===== src/rtl/detector_jogada_botoes.sv =====
// rtl/detector_jogada_botoes.sv - push-button conditioner: sync, debounce, multi-press reject, one play per press
module detector_jogada_botoes #(
  parameter int DEBOUNCE_CYCLES = 5000,
  parameter int CW = $clog2(DEBOUNCE_CYCLES + 1)
) (
  input  logic       clock,
  input  logic       reset,
  input  logic [3:0] botoes_raw,
  input  logic       habilita,
  output logic [3:0] botoes,
  output logic       jogada,
  output logic       invalida,
  output logic [3:0] db_estado
);

  typedef enum logic [3:0] {
    OCIOSO        = 4'd0,
    ESTABILIZA    = 4'd1,
    PULSO         = 4'd2,
    REJEITA       = 4'd3,
    ESPERA_SOLTAR = 4'd4
  } estado_t;

  localparam logic [CW-1:0] CNT_FIM = CW'(DEBOUNCE_CYCLES - 1);

  estado_t       estado_q, estado_d;
  logic [CW-1:0] cnt_q, cnt_d;
  logic [3:0]    captura_q, captura_d;
  logic [3:0]    botoes_d;
  logic [3:0]    sync_a, sync_b;
  logic          um_bit;

  // Two-flop synchroniser; only sync_b is seen by the FSM.
  always_ff @(posedge clock or posedge reset) begin
    if (reset) begin
      sync_a <= 4'd0;
      sync_b <= 4'd0;
    end else begin
      sync_a <= botoes_raw;
      sync_b <= sync_a;
    end
  end

  always_ff @(posedge clock or posedge reset) begin
    if (reset) begin
      estado_q  <= OCIOSO;
      cnt_q     <= '0;
      captura_q <= 4'd0;
      botoes    <= 4'd0;
    end else begin
      estado_q  <= estado_d;
      cnt_q     <= cnt_d;
      captura_q <= captura_d;
      botoes    <= botoes_d;
    end
  end

  // Captured value is never zero in ESTABILIZA, so this identifies a single press.
  assign um_bit = (captura_q & (captura_q - 4'd1)) == 4'd0;

  always_comb begin
    estado_d  = estado_q;
    cnt_d     = cnt_q;
    captura_d = captura_q;
    botoes_d  = botoes;
    jogada    = 1'b0;
    invalida  = 1'b0;
    case (estado_q)
      OCIOSO: begin
        if (habilita && (sync_b != 4'd0)) begin
          estado_d  = ESTABILIZA;
          captura_d = sync_b;
          cnt_d     = '0;
        end
      end
      ESTABILIZA: begin
        if ((sync_b != captura_q) || !habilita) begin
          estado_d = OCIOSO;
          cnt_d    = '0;
        end else if (cnt_q == CNT_FIM) begin
          estado_d = um_bit ? PULSO : REJEITA;
          cnt_d    = '0;
        end else begin
          cnt_d = cnt_q + CW'(1);
        end
      end
      PULSO: begin
        jogada   = 1'b1;
        botoes_d = captura_q;
        cnt_d    = '0;
        estado_d = ESPERA_SOLTAR;
      end
      REJEITA: begin
        invalida = 1'b1;
        cnt_d    = '0;
        estado_d = ESPERA_SOLTAR;
      end
      ESPERA_SOLTAR: begin
        // Release is tracked even with habilita low so a held button never repeats.
        if (sync_b != 4'd0) begin
          cnt_d = '0;
        end else if (cnt_q == CNT_FIM) begin
          cnt_d    = '0;
          estado_d = OCIOSO;
        end else begin
          cnt_d = cnt_q + CW'(1);
        end
      end
      default: begin
        estado_d = OCIOSO;
        cnt_d    = '0;
      end
    endcase
  end

  assign db_estado = estado_q;

endmodule


===== config.mk =====
export PLATFORM = sky130hd
export DESIGN_NAME = detector_jogada_botoes
export DESIGN_NICKNAME = d
export VERILOG_FILES = /design/src/rtl/detector_jogada_botoes.sv
export SDC_FILE = /design/constraint.sdc
export NUM_CORES = 1
export LEC_CHECK = 0
export BUFFER_PORTS_ARGS = -buffer_cell sky130_fd_sc_hd__buf_4
export CORE_MARGIN = 4
export CORE_UTILIZATION = 35
export CTS_CLUSTER_DIAMETER = 50
export DETAILED_ROUTE_END_ITERATION = 16
export HOLD_SLACK_MARGIN = 0.03
export PLACE_DENSITY = 0.52
export SYNTH_ARGS = -nofsm -noshare
export SYNTH_HDL_FRONTEND = slang
export SYNTH_SLANG_ARGS = --single-unit

===== constraint.sdc =====
create_clock -name clock -period 2.2 [get_ports clock]
set_clock_uncertainty 0.05 [all_clocks]
set_input_delay 0.66 -clock clock [delete_from_list [all_inputs] [get_ports clock]]
set_output_delay 0.66 -clock clock [all_outputs]
set_load 0.005 [all_outputs]

==> qor.txt <==
Critical-path cell list = nand2b_1 -> nor2_1 -> buf_4
CTS buffer count = 5
Post CTS Setup Buffer Count = 0
Die area = 0.00555 mm2
Layout cell share with drive strength beyond 1 = 21.1%
Register-to-Register Path Depth = 6
Fin crit share = 90.9%
Post-cts gate resize count = 0
Post-Synth Adder-Cell Area = 0.809%
Layout area overhead = 17.8%
Largest net degree at the start of global routing = 33
Crit-path max FO = 8
RR Endpoint = cnt_q[10]$_DFFE_PP0N_
Row count = 23
Clock share of power = 42.3%
Clock root buffer master = clkbuf_8
Die width = 74.5 um
Design area = 0.00182 mm2
Cells after Synth = 150
TritonCTS Sinks = 32
Post-synthesis mux area share = 6.80%
DRT Wirelength = 2960 um
Worst endpoint data arrival time = 1.29 ns
Commonest non-fill, non-tap cells in the layout = dfrtp_1, buf_4, nor2_1, nand2_1, o21ai_1
Worst-path clk slew = 0.07 ns
Flop2flop setup slack = 0.38 ns
Initial core utilization = 37.3%
Placed cell area = 0.00171 mm2
Peak supply drop = 467 uV
Tot GR Track Use = 12.5%
Worst Setup Path Type = reg2out
Drt pass-1 iters = 4
DP HPWL = 2150 um
Overflow after GRT = 0
Final Max Tran Viols = 0
Drt wl/cell = 13.4 um
Hold EP = sync_b[2]$_DFF_PP0_
Combinational share of power = 8.6%
Main combinational cell family by area after synthesis = simple AND/OR/NAND/NOR gates
Total Power = 1310 uW
Post-placement cell count = 213
Final Hold Vio Count = 0
Synth Cell Area = 0.00155 mm2
Syn nets = 158
FMAX = 500 MHz
P_int = 1000 uW
Crit end category = output port
Worst endpoint required time = 1.49 ns
Skew-Pair Late Insertion Delay = 0.28 ns
Syn avg cell area = 10.3 um2
I/O pin count = 17
Hold Path Depth = 0
Via density = 5.19
Crit-path slowest cell = dfrtp_1
Xor and xnor area share after synthesis = 5.10%
Antenna diodes = 0
Core ar. = 0.00414 mm2
Final design utilization = 44.0%
Die H = 74.5 um
Sw Pwr = 307 uW
Commonest non-fill, non-tap cell in the layout = dfrtp_1
CP max stage delay = 0.46 ns
# hold bufs at CTS = 0
CP delay by family, top = flip-flops
#FFs+latches synth = 32
Unrepaired setup endpoints after global routing = false
Hold Crit Class = reg2reg
Number of global-route vias before repair = 1111
YS warnings = 0
Seq pwr share = 49.2%
CP Launch Type = register
Minimum clock period = 2.00 ns
# Max-Cap Violations = 0
Final Setup Violations = 0
Pleak = 0.000784 uW
CTS tree = done
DRC viols = 0
Sequential area share after synthesis = 51.8%
Setup TNS = 0 ns
H-Tree Level Count = 2
Status = completed
Global-route wire length before repair = 5280 um
Simple-Gate Fraction of Synth Area = 18.6%
Antenna viol nets, final = 0
Synth Area in Compound Gates = 13.0%
GP Congestion = 0.801
Antenna violations before repair = 0
IO buf count = 15
PwrDens = 718 mW/mm2
Unique masters post-synth = 39
Longest Clk Path Bufs = 2
WP buf/inv = 1
Initial detailed-routing violation count = 44
Nets = 178
Vias = 1148
Non-Filler Instances = 221
Hold path startpoint = sync_a[2]$_DFF_PP0_
Reg-to-Reg Start = cnt_q[0]$_DFFE_PP0N_
Switching share of power = 23.5%
[power by group through the flow]
stage	sequential (uW)	clock [uW]	combinational, uW
global route	647	594	127
CTS	643	566	114
floorplan	645	0	89.5
detailed placement	654	0	113
global placement	653	0	113
finish	643	553	112
[state kept, by name, summed over array words and instances, names as in the netlist]
name       count
botoes         4
sync_a         4
captura_q      4
sync_b         4
cnt_q         13
db_estado      3
[through the flow]
stage / worst slack [ns] / hold WS, ns
after floorplan: 0.466 / 0.281
after global placement: 0.363 / 0.283
after detailed placement: 0.274 / 0.285
after CTS: 0.198 / 0.300
after global routing: 0.116 / 0.318
final: 0.200 / 0.298
[cell type report]
class	count	area, um2
multi-input combinational	107	689
clock inverter	3	42.5
clock buffer	5	68.8
fill	418	2320
inverter	6	22.5
sequential	32	801
tap	50	62.6
timing repair buffer	18	135
[metal layers]
layer	GRT usage [%]	part of all wire (%)	up-vias
met3	4.32	4.9	5
met1	17.1	49	551
met5	0	0	-
met2	18.7	45	21
li1	-	-	571
met4	3.56	1.1	0
[worst max-delay path by stage]
| stage | cells after the start | endpoint | start |
|---|---|---|---|
| after detailed placement | 6 | cnt_q[10]$_DFFE_PP0N_ | habilita |
| after floorplan | 4 | captura_q[0]$_DFFE_PP0P_ | sync_b[1]$_DFF_PP0_ |
| after global placement | 6 | cnt_q[9]$_DFFE_PP0N_ | habilita |
| after global routing | 3 | jogada | db_estado[2]$_DFFE_PP0P_ |
| final | 3 | jogada | db_estado[2]$_DFFE_PP0P_ |
| after CTS | 3 | jogada | db_estado[2]$_DFFE_PP0P_ |
[worst reg2reg max path: stages, from the launching register on]
cell      delay, ns
dfrtp_1        0.40
ha_1           0.25
nor4bb_1       0.29
nand3_1        0.20
o211ai_1       0.16
buf_4          0.22
o21ai_0        0.12
[logic make-up (layout without fill, tap and decap cells)]
family,count (synthesis),after routing
XOR/XNOR,9,9
multiplexers,8,8
adder cells (fa/ha/maj),1,1
AND/OR/NAND/NOR,57,57
buffers and inverters,11,32
flip-flops,32,32
other,1,1
AO/OA/AOI/OAI,31,31
[Yosys cell counts]
master,instances,share of area [%]
o32ai_2,1,1.1
xor2_1,5,2.8
nor4_1,2,0.81
a41oi_1,1,0.57
ha_1,1,0.81
mux2_4,4,3.9
or4_4,1,0.73
nand4_1,3,1.2
and3_1,3,1.2
nand3_1,6,1.9
and4b_1,1,0.65
dfrtp_1,32,52
or3b_1,1,0.57
xnor2_1,4,2.3
and2_1,2,0.81
mux2_2,4,2.9
o21a_1,1,0.49
nor4bb_1,1,0.65
conb_1,1,0.24
o21ai_1,8,2.6
buf_4,2,0.97
nor3_1,5,1.6
o31a_1,2,1.1
a31oi_1,1,0.40
buf_1,1,0.24
inv_1,6,1.5
nor4b_1,1,0.57
o311ai_1,1,0.57
clkbuf_1,1,0.24
nand2b_1,2,0.81
buf_6,1,0.73
nand2_1,14,3.4
o22ai_1,2,0.81
nor2_1,15,3.6
o41ai_1,1,0.57
a21oi_1,6,1.9
o21bai_1,2,0.97
o211ai_1,2,0.97
o21ai_0,3,0.97
Note: power is estimated with default switching activity, not from simulation.
